$ cat src/rtl/muldiv_iter.sv
// -----------------------------------------------------------------------------
// muldiv_iter -- shared iterative multiply/divide engine for the execute stage.
//
// Signed and unsigned multiply (shift-add, MUL_BITS multiplier bits per cycle)
// and divide (restoring, one quotient bit per cycle) on WIDTH-bit operands.
// The operation runs on unsigned magnitudes, and the sign is fixed up when
// the result register is loaded.
//
// Ports:
//   clk     rising-edge clock
//   rst     synchronous active-high reset
//   start   request level, held by requester until ready is seen
//   op      00 MULT, 01 MULTU, 10 DIV, 11 DIVU (sampled with start)
//   a, b    multiplicand/dividend, multiplier/divisor (sampled with start)
//   flush   abort the current operation
//   busy    high while in MUL, DIV or DONE
//   ready   one-cycle pulse, result valid
//   result  MUL: {hi,lo} product; DIV: {remainder, quotient}
//
// Optional build macro: MULDIV_EARLY_OUT_EN. When it is defined, a multiply
// by zero and a divide with |a| < |b| finish straight from IDLE.
// -----------------------------------------------------------------------------
module muldiv_iter #(
    parameter int WIDTH    = 32,
    parameter int MUL_BITS = 1
) (
    input  logic                 clk,
    input  logic                 rst,
    input  logic                 start,
    input  logic [1:0]           op,
    input  logic [WIDTH-1:0]     a,
    input  logic [WIDTH-1:0]     b,
    input  logic                 flush,
    output logic                 busy,
    output logic                 ready,
    output logic [2*WIDTH-1:0]   result
);

    localparam int CW = $clog2(WIDTH);
    localparam logic [CW-1:0] MUL_LAST = CW'(WIDTH / MUL_BITS - 1);
    localparam logic [CW-1:0] DIV_LAST = CW'(WIDTH - 1);

    localparam logic [1:0] S_IDLE = 2'd0;
    localparam logic [1:0] S_MUL  = 2'd1;
    localparam logic [1:0] S_DIV  = 2'd2;
    localparam logic [1:0] S_DONE = 2'd3;

    logic [1:0]         state;
    logic [CW-1:0]      cnt;
    logic               neg_q;      // negate product / quotient
    logic               neg_r;      // negate remainder
    logic [WIDTH-1:0]   opnd;       // MUL: |multiplicand|, DIV: |divisor|
    logic [2*WIDTH-1:0] acc;        // MUL: {hi, multiplier}, DIV: low half holds dividend/quotient
    logic [WIDTH-1:0]   rem;        // partial remainder between iterations

    // Operand decode in IDLE
    logic             is_div, signed_op, a_neg, b_neg, early;
    logic [WIDTH-1:0] a_mag, b_mag;

    assign is_div    = op[1];
    assign signed_op = ~op[0];
    assign a_neg     = signed_op & a[WIDTH-1];
    assign b_neg     = signed_op & b[WIDTH-1];
    assign a_mag     = a_neg ? -a : a;
    assign b_mag     = b_neg ? -b : b;

`ifdef MULDIV_EARLY_OUT_EN
    assign early = is_div ? ((b != '0) && (a_mag < b_mag))
                          : ((a_mag == '0) || (b_mag == '0));
`else
    assign early = 1'b0;
`endif

    // Multiply step: add opnd * (low MUL_BITS of the multiplier) into hi,
    // then shift the whole accumulator right by MUL_BITS.
    logic [WIDTH+MUL_BITS-1:0] mul_pp, mul_sum;
    logic [2*WIDTH-1:0]        mul_next, mul_fix;

    always_comb begin
        // NOTE: every always_comb output gets a default first so no latch is inferred.
        mul_pp = '0;
        for (int j = 0; j < MUL_BITS; j++) begin
            if (acc[j]) begin
                mul_pp = mul_pp + ((WIDTH+MUL_BITS)'(opnd) << j);
            end
        end
        mul_sum  = {{MUL_BITS{1'b0}}, acc[2*WIDTH-1:WIDTH]} + mul_pp;
        mul_next = {mul_sum, acc[WIDTH-1:MUL_BITS]};
        mul_fix  = neg_q ? -mul_next : mul_next;
    end

    // Restoring divide step. div_shift is the WIDTH+1-bit partial remainder.
    // The sign of the trial subtraction decides the quotient bit.
    logic [WIDTH:0]   div_shift, div_diff;
    logic             div_ge;
    logic [WIDTH-1:0] rem_next, quo_next, rem_fix, quo_fix;

    always_comb begin
        div_shift = {rem, acc[WIDTH-1]};
        div_diff  = div_shift - {1'b0, opnd};
        div_ge    = ~div_diff[WIDTH];
        rem_next  = div_ge ? div_diff[WIDTH-1:0] : div_shift[WIDTH-1:0];
        quo_next  = {acc[WIDTH-2:0], div_ge};
        quo_fix   = neg_q ? -quo_next : quo_next;
        rem_fix   = neg_r ? -rem_next : rem_next;
    end

    always_ff @(posedge clk) begin
        // NOTE: state is updated with non-blocking assignments only, so every
        // register in this block sees the value from before the edge.
        if (rst) begin
            // NOTE: every register is cleared here because the reset values are
            // visible on the outputs or are consumed on the first iteration.
            state  <= S_IDLE;
            cnt    <= '0;
            neg_q  <= 1'b0;
            neg_r  <= 1'b0;
            opnd   <= '0;
            acc    <= '0;
            rem    <= '0;
            result <= '0;
        end else if (flush) begin
            state <= S_IDLE;
            cnt   <= '0;
        end else begin
            case (state)
                S_IDLE: begin
                    if (start) begin
                        neg_q <= a_neg ^ b_neg;
                        neg_r <= a_neg;
                        cnt   <= '0;
                        if (is_div && (b == '0)) begin
                            result <= {a, {WIDTH{1'b1}}};
                            state  <= S_DONE;
                        end else if (early) begin
                            // Remainder is the raw dividend, so it already has the right sign.
                            result <= is_div ? {a, {WIDTH{1'b0}}} : '0;
                            state  <= S_DONE;
                        end else if (is_div) begin
                            opnd  <= b_mag;
                            acc   <= {{WIDTH{1'b0}}, a_mag};
                            rem   <= '0;
                            state <= S_DIV;
                        end else begin
                            opnd  <= a_mag;
                            acc   <= {{WIDTH{1'b0}}, b_mag};
                            state <= S_MUL;
                        end
                    end
                end
                S_MUL: begin
                    acc <= mul_next;
                    if (cnt == MUL_LAST) begin
                        result <= mul_fix;
                        cnt    <= '0;
                        state  <= S_DONE;
                    end else begin
                        cnt <= cnt + CW'(1);
                    end
                end
                S_DIV: begin
                    acc <= {acc[2*WIDTH-1:WIDTH], quo_next};
                    rem <= rem_next;
                    if (cnt == DIV_LAST) begin
                        result <= {rem_fix, quo_fix};
                        cnt    <= '0;
                        state  <= S_DONE;
                    end else begin
                        cnt <= cnt + CW'(1);
                    end
                end
                default: state <= S_IDLE;   // S_DONE
            endcase
        end
    end

    assign busy  = (state != S_IDLE);
    assign ready = (state == S_DONE);

endmodule

$ cat config.mk
export PLATFORM = sky130hd
export DESIGN_NAME = muldiv_iter
export DESIGN_NICKNAME = d
export VERILOG_FILES = /design/src/rtl/muldiv_iter.sv
export SDC_FILE = /design/constraint.sdc
export NUM_CORES = 1
export LEC_CHECK = 0
export BUFFER_PORTS_ARGS = -buffer_cell sky130_fd_sc_hd__buf_2
export CELL_PAD_IN_SITES_DETAIL_PLACEMENT = 1
export CELL_PAD_IN_SITES_GLOBAL_PLACEMENT = 2
export CORE_MARGIN = 8
export CORE_UTILIZATION = 36
export CTS_BUF_LIST = sky130_fd_sc_hd__clkbuf_16
export DETAILED_ROUTE_END_ITERATION = 10
export PLACE_DENSITY_LB_ADDON = 0.15
export SETUP_SLACK_MARGIN = 0.02
export SKIP_LAST_GASP = 1
export SYNTH_ARGS = -nofsm -noshare
export SYNTH_HDL_FRONTEND = slang
export SYNTH_SLANG_ARGS = --single-unit
$ cat constraint.sdc
create_clock -name clk -period 7.7 [get_ports clk]
set_input_delay 0.385 -clock clk [delete_from_list [all_inputs] [get_ports clk]]
set_output_delay 0.385 -clock clk [all_outputs]
set_load 0.02 [all_outputs]
==> metrics.txt <==
CP max-delay cell o31ai_1; endpoints failing hold 0; register area share after synthesis 21.5%; syn_area_per_cell 7.20 um^2; layout cell share with drive strength beyond 1 10.0%; post-synth net total 2742; CTS tree done; Synth Area in Simple Gates 24.2%; final hold slack 134 ps; Seq cells post-synth 201; cell with the most instances after synthesis nor2_1; Leakage 0.00784 uW; Final TNS setup 0 ps; CTS Buf Count 28; DP HPWL 65700 um; worst slack, placed 1380 ps; compound-gate portion of the synthesized area 29.0%; final instance area 20300 um^2; commonest register cell after synthesis dfxtp_1; Mapped Cells 2595; die footprint 59400 um^2; Tmin final 6410 ps; adder-cell share of the synthesized area 5.24%; first-pass GRT wire length 127000 um; Worst slew margin 12.8%; post_cts resized 0; htree depth 1; Fmax 156 MHz; Final period util 83.2%; register clock-pin slew on the reported worst setup and hold paths 70 ps; remaining global-route overflow 0; Max-Cap Viols 0; largest cells by area after synthesis dfxtp_1 22%, nor2_1 7.0%, xnor2_1 6.7%; Switching Share 38.5%; placed instance area 19400 um^2; Synth top area share 21.5%; vias in the first global route 19800; CTS Sinks 201; Max rail drop VDD 0.146 mV; number of library cell types mapped by synthesis 97; leading area contributor after synthesis dfxtp_1; Crit Path Max Fanout 10; post-DR wirelength/cell 26.1 um; Final Power 3480 uW; xor/xnor share of the synthesized area 9.89%; synth cell count leaders 348 x nor2_1, 237 x nand2_1, 224 x a21oi_1; setup bufs post-CTS 0; initial drt markers 1947; Yosys Warn Count 0; die width 244 um; DR pass1 iterations 5; final setup violation count 0; clock root cell clkbuf_16; IO Count 136; Seq pwr share 32.9%; Starting Density 36.4%; mux contribution to synthesized area 2.95%; Setup CP Type flop to flop; Worst-Margin Slew 1300 ps; IO Port Bufs 135; Diodes inserted 0; CP Data Arrival Time 6880 ps; core area 51300 um^2; largest net degree at the start of global routing 89; EDFF count, synth 0; GP Congestion 0.896; ys async rst share 0%; min-delay worst type input port to flop; DRT antenna net count 0; Total Wirelength 85500 um; Hold Buf Count CTS 0; Comb pwr share 29.9%; Max clock buf depth 3; Largest stage delay, worst path 640 ps; antenna violations before repair 1; PD cells 172 nW/um^2; smallest setup slack after layout 1290 ps; status completed; CP Cell Sequence inv_1 -> ha_1 -> fa_1 -> nand2b_1 -> a211oi_1 -> o2111a_1 -> o21ai_0 -> nand2b_1 -> a211oi_4 -> clkinv_1 -> a21oi_1 -> ha_1 -> nand2_1 -> or4_1 -> mux2i_1 -> o2111ai_1 -> a21oi_1 -> nor3_1 -> o31ai_1 -> nand2_1; largest family of logic cells by synthesized area compound AO/OA/AOI/OAI gates; cell family with most CP delay compound AO/OA/AOI/OAI gates; Clock power frac 37.2%; Final nets 2724; Req. time, crit path 8170 ps; crit end category flop; later-pin clock latency in the skew report 610 ps; Switch Pwr 1340 uW; post-DR vias/cell 6.19; # DRC 0; Buf+Inv Stages, Crit Path 2; row cnt 83; Total Routing Usage GR 27.3%; Layout area overhead 8.62%; Internal Pwr Total 2140 uW; R2R Setup Slk 1290 ps; die height 244 um; Final Skew 26.9 ps; Critical Path Source Type flop; RSZ-0062 raised after global routing no; Post-Syn Area 18700 um^2; fin. max-slew vios 0; DR vias 20300
[tightest hold or removal path: stages]
cell and delay, ps:
buf_2 140, nor2_1 110, o41ai_1 60
[through the flow]
stage / cells / util (%)
global placement: 3227 / 37.8
global route: 3279 / 39.5
detailed placement: 3227 / 37.8
CTS: 3279 / 39.5
finish: 3279 / 39.5
floorplan: 2595 / -
[power by group through the flow]
stage,clock network (uW),logic [uW],registers [uW]
detailed placement,0,1020,1170
floorplan,0,704,1140
finish,1300,1040,1140
CTS,1310,1020,1140
global placement,0,1000,1160
global route,1350,1110,1150
[final cells by class]
class,instances,area (um^2)
Tap cell,680,851
Multi-Input combinational cell,2111,13400
Timing Repair Buffer,161,877
Clock buffer,28,701
Sequential cell,201,4030
Clock inverter,24,190
Fill cell,6523,31000
Inverter,74,278
[sequential cells by signal, summed over array words and instances (netlist names)]
signal / flops
rem: 32
neg_r: 1
cnt: 5
state: 2
result: 64
neg_q: 1
acc: 64
opnd: 32
[final timing paths]
kind / from / end / depth (start not counted)
max: acc[31]$_SDFFE_PP0P_ / result[52]$_SDFFE_PP0P_ / 20
min: a[19] / result[51]$_SDFFE_PP0P_ / 3
max reg2reg: acc[31]$_SDFFE_PP0P_ / result[52]$_SDFFE_PP0P_ / 20
min reg2reg: result[1]$_SDFFE_PP0P_ / result[1]$_SDFFE_PP0P_ / 2
[per-layer routing]
layer / GRT usage, % / up-vias / wire length [um]
li1: - / 9419 / -
met1: 39.0 / 10100 / 40400
met2: 41.5 / 632 / 36500
met3: 3.24 / 116 / 5030
met4: 10.3 / 2 / 3500
met5: 0 / - / 13
[kinds of logic after synthesis]
logic type               after synthesis
XOR/XNOR                             211
flip-flops                           201
buffers and inverters                283
multiplexers                          54
AO/OA/AOI/OAI                        812
adder cells (fa/ha/maj)               77
AND/OR/NAND/NOR                      957
[placed cells by master (no fill, tap or decap), types with 11 or more instances in the layout]
cell type  instances
a22o_1            13
nand2_1          237
a211oi_1          54
buf_4             26
and4_1            12
a31oi_1           28
a21oi_1          224
clkbuf_16         28
and3_1            14
a21o_1            26
a221oi_1          25
nor3_1            74
o41ai_1           11
a311oi_1          22
ha_1              72
or2_2             13
xnor2_1          142
inv_1             74
or3_1             39
dfxtp_1          200
nand3_1           50
and2_1            20
o21ai_0          156
mux2i_1           46
a221o_1           11
nor2b_1           17
xor2_1            69
o211ai_1          38
o21a_1            20
o221ai_1          12
nor4_1            34
a22oi_1           38
buf_2            134
nor2_1           347
nand4_1           18
nand2b_1          22
o31ai_1           33
or4_1             16
(Power assumes the default switching activity.)
